===== src/rtl/cp0_unit_if.sv =====
// Bus between the M-stage pipeline logic and CP0: exception sources, the
// mtc0/mfc0 port, eret and the trap/redirect outputs.
interface cp0_unit_if;
    logic        en;
    logic [4:0]  cp0_addr;
    logic [31:0] cp0_in;
    logic [31:0] cp0_out;
    logic [31:0] vpc;
    logic        bd_in;
    logic [4:0]  exc_code_in;
    logic [5:0]  hw_int;
    logic        exl_clr;
    logic        req;
    logic [31:0] handler_pc;
    logic [31:0] epc_out;

    modport master (
        output en, cp0_addr, cp0_in, vpc, bd_in, exc_code_in, hw_int, exl_clr,
        input  cp0_out, req, handler_pc, epc_out
    );

    modport slave (
        input  en, cp0_addr, cp0_in, vpc, bd_in, exc_code_in, hw_int, exl_clr,
        output cp0_out, req, handler_pc, epc_out
    );
endinterface


===== src/rtl/cp0_unit.sv =====
// Coprocessor-0 exception/interrupt controller: decides traps at the M stage,
// records SR/Cause/EPC, serves mfc0/mtc0 and clears EXL on eret.
module cp0_unit (
    input  logic       clk,
    input  logic       reset,
    cp0_unit_if.slave  bus
);
    localparam logic [31:0] HANDLER_PC = 32'h0000_4180;
    localparam logic [4:0]  ADDR_SR    = 5'd12;
    localparam logic [4:0]  ADDR_CAUSE = 5'd13;
    localparam logic [4:0]  ADDR_EPC   = 5'd14;

    logic [5:0]  sr_im;
    logic        sr_exl;
    logic        sr_ie;
    logic        cause_bd;
    logic [5:0]  cause_ip;
    logic [4:0]  cause_exc;
    logic [31:0] epc;

    logic        int_req;
    logic        exc_req;
    logic        trap;
    logic [31:0] vpc_aligned;
    logic [31:0] trap_epc;
    logic [31:0] sr_word;
    logic [31:0] cause_word;

    assign int_req     = sr_ie & ~sr_exl & (|(sr_im & bus.hw_int));
    assign exc_req     = ~sr_exl & (bus.exc_code_in != 5'd0);
    assign trap        = int_req | exc_req;
    assign vpc_aligned = {bus.vpc[31:2], 2'b00};
    // Delay-slot traps restart at the branch; subtraction wraps naturally.
    assign trap_epc    = bus.bd_in ? (vpc_aligned - 32'd4) : vpc_aligned;

    assign sr_word    = {16'd0, sr_im, 8'd0, sr_exl, sr_ie};
    assign cause_word = {cause_bd, 15'd0, cause_ip, 3'd0, cause_exc, 2'b00};

    always_ff @(posedge clk or negedge reset) begin
        if (!reset) begin
            sr_im     <= 6'd0;
            sr_exl    <= 1'b0;
            sr_ie     <= 1'b0;
            cause_bd  <= 1'b0;
            cause_ip  <= 6'd0;
            cause_exc <= 5'd0;
            epc       <= 32'd0;
        end else begin
            cause_ip <= bus.hw_int;
            if (trap) begin
                sr_exl    <= 1'b1;
                cause_exc <= int_req ? 5'd0 : bus.exc_code_in;
                cause_bd  <= bus.bd_in;
                epc       <= trap_epc;
            end else begin
                if (bus.en) begin
                    case (bus.cp0_addr)
                        ADDR_SR: begin
                            sr_im  <= bus.cp0_in[15:10];
                            sr_exl <= bus.cp0_in[1];
                            sr_ie  <= bus.cp0_in[0];
                        end
                        ADDR_EPC: epc <= {bus.cp0_in[31:2], 2'b00};
                        default: ;
                    endcase
                end
                // Later assignment wins, so eret overrides a same-cycle SR write.
                if (bus.exl_clr) begin
                    sr_exl <= 1'b0;
                end
            end
        end
    end

    always_comb begin
        bus.cp0_out = 32'd0;
        case (bus.cp0_addr)
            ADDR_SR:    bus.cp0_out = sr_word;
            ADDR_CAUSE: bus.cp0_out = cause_word;
            ADDR_EPC:   bus.cp0_out = epc;
            default:    bus.cp0_out = 32'd0;
        endcase
    end

    assign bus.req        = trap;
    assign bus.handler_pc = HANDLER_PC;
    assign bus.epc_out    = (bus.en && bus.cp0_addr == ADDR_EPC)
                          ? {bus.cp0_in[31:2], 2'b00} : epc;
endmodule


===== src/flat_wrapper.sv =====
// flat-port wrapper written by rule: the top's interface ports become plain ports
module cp0_unit_flat 
  (clk, reset, bus_en, bus_cp0_addr, bus_cp0_in, bus_vpc, bus_bd_in, bus_exc_code_in, bus_hw_int, bus_exl_clr, bus_cp0_out, bus_req, bus_handler_pc, bus_epc_out);
  cp0_unit_if bus_i ();
  input  logic clk;
  input  logic reset;
  input wire logic [$bits(bus_i.en)-1:0] bus_en;
  input wire logic [$bits(bus_i.cp0_addr)-1:0] bus_cp0_addr;
  input wire logic [$bits(bus_i.cp0_in)-1:0] bus_cp0_in;
  input wire logic [$bits(bus_i.vpc)-1:0] bus_vpc;
  input wire logic [$bits(bus_i.bd_in)-1:0] bus_bd_in;
  input wire logic [$bits(bus_i.exc_code_in)-1:0] bus_exc_code_in;
  input wire logic [$bits(bus_i.hw_int)-1:0] bus_hw_int;
  input wire logic [$bits(bus_i.exl_clr)-1:0] bus_exl_clr;
  output wire logic [$bits(bus_i.cp0_out)-1:0] bus_cp0_out;
  output wire logic [$bits(bus_i.req)-1:0] bus_req;
  output wire logic [$bits(bus_i.handler_pc)-1:0] bus_handler_pc;
  output wire logic [$bits(bus_i.epc_out)-1:0] bus_epc_out;
  assign bus_i.en = bus_en;
  assign bus_i.cp0_addr = bus_cp0_addr;
  assign bus_i.cp0_in = bus_cp0_in;
  assign bus_i.vpc = bus_vpc;
  assign bus_i.bd_in = bus_bd_in;
  assign bus_i.exc_code_in = bus_exc_code_in;
  assign bus_i.hw_int = bus_hw_int;
  assign bus_i.exl_clr = bus_exl_clr;
  assign bus_cp0_out = bus_i.cp0_out;
  assign bus_req = bus_i.req;
  assign bus_handler_pc = bus_i.handler_pc;
  assign bus_epc_out = bus_i.epc_out;
  cp0_unit u_core (.clk(clk), .reset(reset), .bus(bus_i));
endmodule

===== config.mk =====
export PLATFORM = sky130hd
export DESIGN_NAME = cp0_unit_flat
export DESIGN_NICKNAME = d
export VERILOG_FILES = /design/src/rtl/cp0_unit_if.sv /design/src/rtl/cp0_unit.sv /design/src/flat_wrapper.sv
export SDC_FILE = /design/constraint.sdc
export NUM_CORES = 1
export LEC_CHECK = 0
export CAP_MARGIN = 5
export CORE_ASPECT_RATIO = 1.1
export CORE_MARGIN = 8
export CORE_UTILIZATION = 41
export DETAILED_ROUTE_END_ITERATION = 16
export HOLD_SLACK_MARGIN = 0.06
export PLACE_DENSITY = 0.89
export REMOVE_ABC_BUFFERS = 1
export SETUP_SLACK_MARGIN = 0.4
export SLEW_MARGIN = 25
export SYNTH_ARGS = -nofsm -noshare
export SYNTH_HDL_FRONTEND = slang
export SYNTH_SLANG_ARGS = --single-unit

===== constraint.sdc =====
create_clock -name clk -period 2.53 [get_ports clk]
set_clock_uncertainty 0.05 [all_clocks]
set_input_delay 0.506 -clock clk [delete_from_list [all_inputs] [get_ports clk]]
set_output_delay 0.506 -clock clk [all_outputs]
set_load 0.005 [all_outputs]

### Word-level counts from Yosys, hierarchy flattened

Cells that the tools add are included.

* logic and storage cells: 39
* output and inout bits: 97
* register bits: 52
* input bits: 85

* mux-type cells: 11
* reductions and logical operators: 10
* $add $sub $neg: 1
* equality and inequality tests: 3
* bitwise logic cells: 7

Operators with widths (number)
* $mux W32: 5
* $pmux W32 S3: 1
* $sub A32 B3 Y32 const B: 1
* $eq A5 B4 Y1 const B: 3
* $and A6 B6 Y6: 1
* $reduce_bool A3 Y1: 2
* $reduce_or A6 Y1: 1
* $mux W5: 1
* $reduce_bool A5 Y1: 1
* $mux W1: 4
* $reduce_and A2 Y1: 2
* $reduce_bool A2 Y1: 2
* $and A1 B1 Y1: 3
* $reduce_and A3 Y1: 1
* $not A1 Y1: 2
* $logic_and A1 B1 Y1: 1
* $or A1 B1 Y1: 1

### Depth between registers and ports, before layout

Gate-level depths: netlist of the first run.

* depth after elaboration: 6
* mapped depth: 7

### Least setup slack after synthesis of the first run

No wires, ideal clock.

* path kind: in2out
* start: input bus_exc_code_in[3]
* end: output bus_req
* arrival: 1.891 ns
* path slack: 0.083 ns
* path buffers: 2
* stages: 6
* cells stage by stage: or4_1 o21a_1 nor2_1 inv_1 clkbuf_1 buf_1

* word-level cells in the longest chain between the ends: 3

RTL lines
* start: declaration: RTL line flat_wrapper.sv:12 `input wire logic [$bits(bus_i.exc_code_in)-1:0] bus_exc_code_in;`
* $reduce_bool A5 Y1: RTL line cp0_unit.sv:30 `assign exc_req = ~sr_exl & (bus.exc_code_in != 5'd0);`
* $and A1 B1 Y1: RTL line cp0_unit.sv:30
* $or A1 B1 Y1: RTL line cp0_unit.sv:31 `assign trap = int_req | exc_req;`
* end: declaration: RTL line flat_wrapper.sv:16 `output wire logic [$bits(bus_i.req)-1:0] bus_req;`

No other way between the ends.

### Final worst setup path of the first run

* start: input bus_cp0_addr[4]
* end: output bus_cp0_out[4]

* word-level cells in the longest chain between the ends: 2

RTL lines
* start: declaration: RTL line flat_wrapper.sv:8 `input wire logic [$bits(bus_i.cp0_addr)-1:0] bus_cp0_addr;`
* $eq A5 B4 Y1: RTL line cp0_unit.sv:77 `case (bus.cp0_addr)`
* $pmux W32 S3 (*): RTL line cp0_unit.sv:77
* end: declaration: RTL line flat_wrapper.sv:15 `output wire logic [$bits(bus_i.cp0_out)-1:0] bus_cp0_out;`

Mark *: on every way between the ends. The rest lies on a longest branch, timed or not.

==> flow_summary_export.csv, run 1 <==
group,metric,value,unit
clock_network,clock_path_buffers,2,
sta,hold_ws,84.52,ps
sta,setup_viol,0,
grt,track_usage,24.74,%
clock_network,cts-root-buf,"clkbuf_8",
sta,hold_viol_final,0,
worst_setup_path,crit_fanout,4,
synth,syn_inst,380,
flow_run,maxCapViolations,0,
power_and_ir_drop,ir_drop,0.5127,mV
route,num_vias,4324,
cells_and_area,drive_above_1_share,51.08,%
cells_and_area,final.fill_count,569,
cells_and_area,nets,733,
worst_setup_path,cp.arrival,1780,ps
synth,post-synth-top-count-cell,"dfrtp_1",
sta,slew_violations,0,
clock_network,cts_num_sinks,50,
synth,ys_ff_latch,50,
route,detail_route.wl_per_cell,22.13,um
cells_and_area,final_core_util,76.98,%
synth,netlist_area,0.003646,mm^2
floorplan,fp.dieArea,0.01217,mm^2
placement,dp.final_hpwl,10620,um
route,drt-vias-per-instance,5.675,
placement,port_buffers,145,
power_and_ir_drop,pwr-share-clk,12.5,%
floorplan,pin_count,182,
min_path,hold_class,"in2async",
worst_setup_path,cp-end-kind,"output pin",
grt,grt_max_degree,32,
synth,ys_top_cells_by_count,"50 x dfrtp_1, 35 x buf_4, 34 x mux2_2, 20 x and2_1, 18 x clkbuf_1",
synth,synth.top_cell.area_share,34.32,%
clock_network,numCtsBuffers,5,
power_and_ir_drop,p_int,0.002691,W
power_and_ir_drop,power_frac_seq,33.0,%
sta,min_period_over_period,92.18,%
cells_and_area,fin_area,0.006726,mm^2
route,dr.pass1.iters,8,
grt,grt_pass1_wl,24300,um
floorplan,start_util,41.72,%
clock_network,cts_hold_buf,0,
status,status,"complete, no violations",
grt,grt_pass1_vias,4455,
sta,max_freq,428.8,MHz
synth,synth_edf_count,0,
cells_and_area,n_antenna_cell,0,
placement,gp_congestion,0.8817,
synth,yosys.area.top_type,"dfrtp_1",
sta,rsz0062_at_grt,"yes",
route,drc_errors,0,
power_and_ir_drop,power_density,621.3,mW/mm^2
cells_and_area,area_growth,84.49,%
clock_network,cts_tree,"done",
clock_network,insertion_delay,310,ps
synth,synth_warnings,0,
route,drtAntennaViolNets,0,
synth,syn_avg_cell_area,9.595,um^2
worst_setup_path,cp_data_required_time,1970,ps
sta,period_needed,2332,ps
floorplan,die_w,105.9,um
route,wl,16860,um
placement,placed_area,0.005644,mm^2
grt,antenna_found_initial,0,
synth,synth.distinct_cells,52,
grt,grt_overflow_total,0,
sta,worstMarginPinSlew,604.3,ps
floorplan,core_area,0.008738,mm^2
power_and_ir_drop,p_comb_share,54.5,%
floorplan,die_h,114.9,um
floorplan,rows,36,
power_and_ir_drop,swShare,35.60,%
clock_network,clkTransAtPathRegs,100,ps
worst_setup_path,cp-start-kind,"primary input",
synth,synth_area_leaders,"dfrtp_1 34%, mux2_2 11%, buf_4 7.2%",
worst_setup_path,r2r_slack,360,ps
power_and_ir_drop,total_leakage_power,3.103,nW
synth,ys_seq_area_share,34.32,%
power_and_ir_drop,switchingPower,0.001488,W
sta,slew_headroom,58.67,%
route,drt-initial-drc-count,400,
worst_setup_path,path_class,"in2out",
synth,synth_flop_cell,"dfrtp_1",
clock_network,cts_max_level,2,
synth,async_reset_ff_share,100.0,%
==> per-stage QoR <==
stage | setup slack [ps] | TNS (ps) | total power [W] | cells
6_report | 197.8 | 0 | 0.004179 | 762
5_1_grt | 142.5 | 0 | 0.004410 | 762
4_1_cts | 240.9 | 0 | 0.003984 | 741
3_5_place_dp | -460.9 | -30400 | 0.003305 | 697
3_3_place_gp | -438.7 | -28750 | 0.003248 | 697
2_1_floorplan | -542.2 | -12470 | 0.002185 | 354
==> registers in the layout (all words and copies together) (netlist names) <==
name / flops
u_core.cause_bd: 1
u_core.cause_exc: 5
u_core.cause_ip: 6
u_core.epc: 30
u_core.sr_exl: 1
u_core.sr_ie: 1
u_core.sr_im: 6
==> final timing paths <==
kind,end,start,depth (start not counted)
hold / removal,u_core.sr_im[3],reset,1
setup reg to reg,u_core.epc[17],u_core.sr_im[4],6
setup / recovery,bus_cp0_out[4],bus_cp0_addr[4],9
min in group clk,u_core.cause_ip[3],bus_hw_int[3],1
max in group asynchronous,u_core.epc[30],reset,2
hold reg to reg,u_core.cause_exc[3],u_core.cause_exc[3],2
==> worst max-delay path: stages <==
cell and delay [ps]:
buf_6 90, nand3b_1 240, nor3b_4 220, buf_6 160, buf_6 110, buf_6 110
buf_12 110, a22o_1 110, buf_2 110
==> logic make-up (layout without fill, tap and decap cells) <==
kind of cell | after synthesis | in the layout | synth area share [%]
DFF | 50 | 50 | 34.32
xor gates and xnor gates | 12 | 12 | 2.883
AOI/OAI and AO/OA | 87 | 87 | 18.81
muxes | 39 | 39 | 12.01
adders and majority gates | 1 | 1 | 0.3431
other | 2 | 34 | 0.2060
and+or+nand+nor | 120 | 122 | 20.45
buffers and inverters | 69 | 303 | 10.98
==> power groups by stage <==
stage / combinational [W] / clock [W] / sequential [W]
6_report: 0.00228 / 0.000522 / 0.00138
5_1_grt: 0.00243 / 0.000563 / 0.00141
4_1_cts: 0.00211 / 0.000529 / 0.00134
3_5_place_dp: 0.00195 / 0 / 0.00135
3_3_place_gp: 0.00192 / 0 / 0.00133
2_1_floorplan: 0.000908 / 0 / 0.00128
==> per-layer routing <==
layer,track usage [%],vias up,wire length [um]
met2,44.91,230,8798
li1,-,1933,-
met5,0,-,0
met4,7.324,0,396
met3,5.717,29,1374
met1,28.15,2132,6293
==> cell usage in the layout, fill, tap and decap left out, types with 4 or more instances in the layout <==
master,instances
buf_4,103
buf_6,59
dfrtp_1,50
clkdlybuf4s50_1,49
conb_1,34
buf_2,33
mux2_4,17
mux2_2,17
and3_4,14
a21o_1,13
a31oi_1,12
a2111oi_0,11
and2_1,10
and2_4,10
o31ai_1,10
a22o_1,9
or4_1,9
nand3_1,9
inv_1,8
or4_4,8
nor2_1,8
nand2_1,7
clkdlybuf4s15_1,7
dlygate4sd2_1,7
a222oi_1,6
xor2_1,6
nor3_1,6
clkbuf_8,6
clkdlybuf4s15_2,6
buf_12,6
xnor2_1,5
or3_1,5
a32oi_1,4
a2bb2oi_1,4
mux2_1,4
clkbuf_2,4
buf_8,4
==> what timing repair did <==
| action | CTS | global route |
|---|---|---|
| endpoints found under the setup margin | 101 | 82 |
| buffers inserted | 29 | 18 |
| endpoints found under the hold margin | 0 | 0 |
| gates cloned | 7 | 3 |
| pin swaps | 47 | 44 |
| resized for setup | 430 | 67 |
==> final cells by class <==
| class | count | area (um^2) | share of cell area [%] |
|---|---|---|---|
| Clock buffer | 6 | 82.58 | 1.228 |
| Sequential cell | 50 | 1251 | 18.60 |
| Multi-Input combinational cell | 295 | 2562 | 38.10 |
| Timing Repair Buffer | 284 | 2623 | 38.99 |
| Clock inverter | 2 | 17.52 | 0.2604 |
| Inverter | 11 | 47.55 | 0.7068 |
| Tap cell | 114 | 142.6 | 2.121 |
Power figures use the tool's default switching activity.
==> inputs of run 2 (changes only) <==
--- a/config.mk
+++ b/config.mk
@@ -10,10 +10,11 @@
 export CORE_MARGIN = 8
 export CORE_UTILIZATION = 41
 export DETAILED_ROUTE_END_ITERATION = 16
+export GPL_ROUTABILITY_DRIVEN = 0
 export HOLD_SLACK_MARGIN = 0.06
 export PLACE_DENSITY = 0.89
 export REMOVE_ABC_BUFFERS = 1
-export SETUP_SLACK_MARGIN = 0.4
+export SETUP_SLACK_MARGIN = 0.15
 export SLEW_MARGIN = 25
 export SYNTH_ARGS = -nofsm -noshare
 export SYNTH_HDL_FRONTEND = slang
==> flow_summary_export.csv, run 2 (synthesis gave the netlist of run 1 again) <==
group,metric,value,unit
min_path,hold_class,"in2async",
power_and_ir_drop,total_leakage_power,2.839,nW
floorplan,core_area,0.008738,mm^2
route,num_vias,4092,
clock_network,cts_num_sinks,50,
route,dr.pass1.iters,7,
power_and_ir_drop,power_density,632.1,mW/mm^2
cells_and_area,drive_above_1_share,37.93,%
route,drc_errors,0,
power_and_ir_drop,p_comb_share,50.9,%
worst_setup_path,path_class,"in2out",
placement,dpl.cell_count,693,
power_and_ir_drop,p_int,0.002430,W
cells_and_area,largest_register_ffs,30,
sta,worstMarginPinSlew,623.8,ps
grt,grt_pass1_wl,23060,um
sta,min_period_over_period,92.23,%
floorplan,pin_count,182,
status,status,"complete, no violations",
clock_network,cts_max_level,2,
grt,track_usage,23.36,%
placement,dp.final_hpwl,10850,um
floorplan,fp.dieArea,0.01217,mm^2
route,drt-vias-per-instance,5.660,
worst_setup_path,crit_fanout,2,
cells_and_area,area_growth,63.62,%
clock_network,cts_tree,"done",
sta,max_freq,428.6,MHz
cells_and_area,final_cell_mix,"82 x buf_4, 53 x clkdlybuf4s50_1, 50 x dfrtp_1",
grt,grt_pass1_vias,4393,
floorplan,start_util,41.72,%
grt,grt_max_degree,32,
power_and_ir_drop,switchingPower,0.001341,W
cells_and_area,stdcell_count,723,
cells_and_area,top_regs,"u_core.epc x30, u_core.cause_ip x6, u_core.sr_im x6",
power_and_ir_drop,ir_drop,0.4513,mV
route,wl,14800,um
sta,slew_violations,0,
floorplan,die_h,114.9,um
sta,setup_viol,0,
route,drtAntennaViolNets,0,
sta,period_needed,2333,ps
placement,port_buffers,145,
route,drt-initial-drc-count,331,
power_and_ir_drop,finalPower,0.003771,W
cells_and_area,n_antenna_cell,0,
clock_network,clkTransAtPathRegs,100,ps
sta,slew_headroom,57.34,%
clock_network,insertion_delay,310,ps
sta,hold_viol_final,0,
worst_setup_path,r2r_slack,480,ps
cells_and_area,regMostFlops,"u_core.epc",
power_and_ir_drop,swShare,35.55,%
power_and_ir_drop,pwr-share-clk,12.5,%
worst_setup_path,cp.arrival,1780,ps
clock_network,cts-root-buf,"clkbuf_8",
worst_setup_path,cp-start-kind,"primary input",
floorplan,rows,36,
route,detail_route.wl_per_cell,20.48,um
clock_network,clock_path_buffers,2,
grt,grt_overflow_total,0,
cells_and_area,nets,694,
worst_setup_path,cp_data_required_time,1970,ps
clock_network,numCtsBuffers,5,
floorplan,die_w,105.9,um
flow_run,maxCapViolations,0,
sta,rsz0062_at_grt,"no",
power_and_ir_drop,power_frac_seq,36.5,%
grt,antenna_found_initial,0,
worst_setup_path,cp-end-kind,"output pin",
cells_and_area,final_common_cell,"buf_4",
==> run 2: cell count changes in the layout (fill, tap and decap cells not counted), moves of 5 or more <==
cell / change
buf_6: -43
dlygate4sd2_1: +24
clkbuf_2: +7
buf_4: -21
and3_4: -6
clkdlybuf4s15_2: -5
and3_1: +6
==> run 2: stage by stage <==
stage | setup slack [ps] | utilization, % | TNS, ps | hold slack, ps | instance area [um^2]
floorplan | -542.2 | - | -12470 | 160.4 | 3407
global placement | -459.3 | 64.25 | -29050 | 429.3 | 5614
detailed placement | -452.2 | 64.25 | -33050 | 444.5 | 5614
CTS | 123.1 | 68.34 | 0 | 113.1 | 5972
global route | 150.8 | 68.27 | 0 | 129.7 | 5966
finish | 196.6 | 68.27 | 0 | 104.7 | 5966
==> run 2: power groups by stage <==
| stage | registers, W | logic, W | clock network (W) |
|---|---|---|---|
| finish | 0.00138 | 0.00192 | 0.000473 |
| global route | 0.00140 | 0.00209 | 0.000513 |
| CTS | 0.00135 | 0.00190 | 0.000488 |
| detailed placement | 0.00136 | 0.00195 | 0 |
| global placement | 0.00134 | 0.00190 | 0 |
| floorplan | 0.00128 | 0.000908 | 0 |
==> run 2: area by class of cell <==
type / count / area, um^2
well taps: 114 / 142.6
clock buffers: 6 / 72.57
repair buffers: 246 / 2112
fillers: 651 / 2773
clock inverters: 2 / 13.76
multi-input cells: 294 / 2332
inverters: 11 / 41.29
flip-flops and latches: 50 / 1251
==> run 2: worst paths after layout <==
kind	startpoint	cells past startpoint	to
max	bus_exc_code_in[0]	6	bus_req
min in group clk	bus_hw_int[2]	1	u_core.cause_ip[2]
max reg2reg	u_core.sr_im[3]	5	u_core.epc[23]
min reg2reg	u_core.cause_bd	1	u_core.cause_bd
min	reset	1	u_core.cause_ip[5]
max in group asynchronous	reset	2	u_core.epc[4]
==> run 2: repair_timing <==
action                     in CTS  in global routing
buffers inserted               16                  2
resized for setup             276                 35
setup endpoints to repair      93                 57
cloned                          4                  0
hold buffers                    0                  0
pin swaps                      25                 17
==> run 2: per-layer routing <==
metal	wire (um)	vias up	GRT usage, %
met2	7540	203	42.20
met4	495	0	9.859
met1	5748	1986	25.92
met5	0	-	0
li1	-	1865	-
met3	1019	38	4.989
==> run 2: worst max-delay path, cell delays in order <==
cell and delay, ps:
dlygate4sd2_1 260, or4_4 420, o21a_1 220, nor2_2 170, inv_2 80, buf_6 120
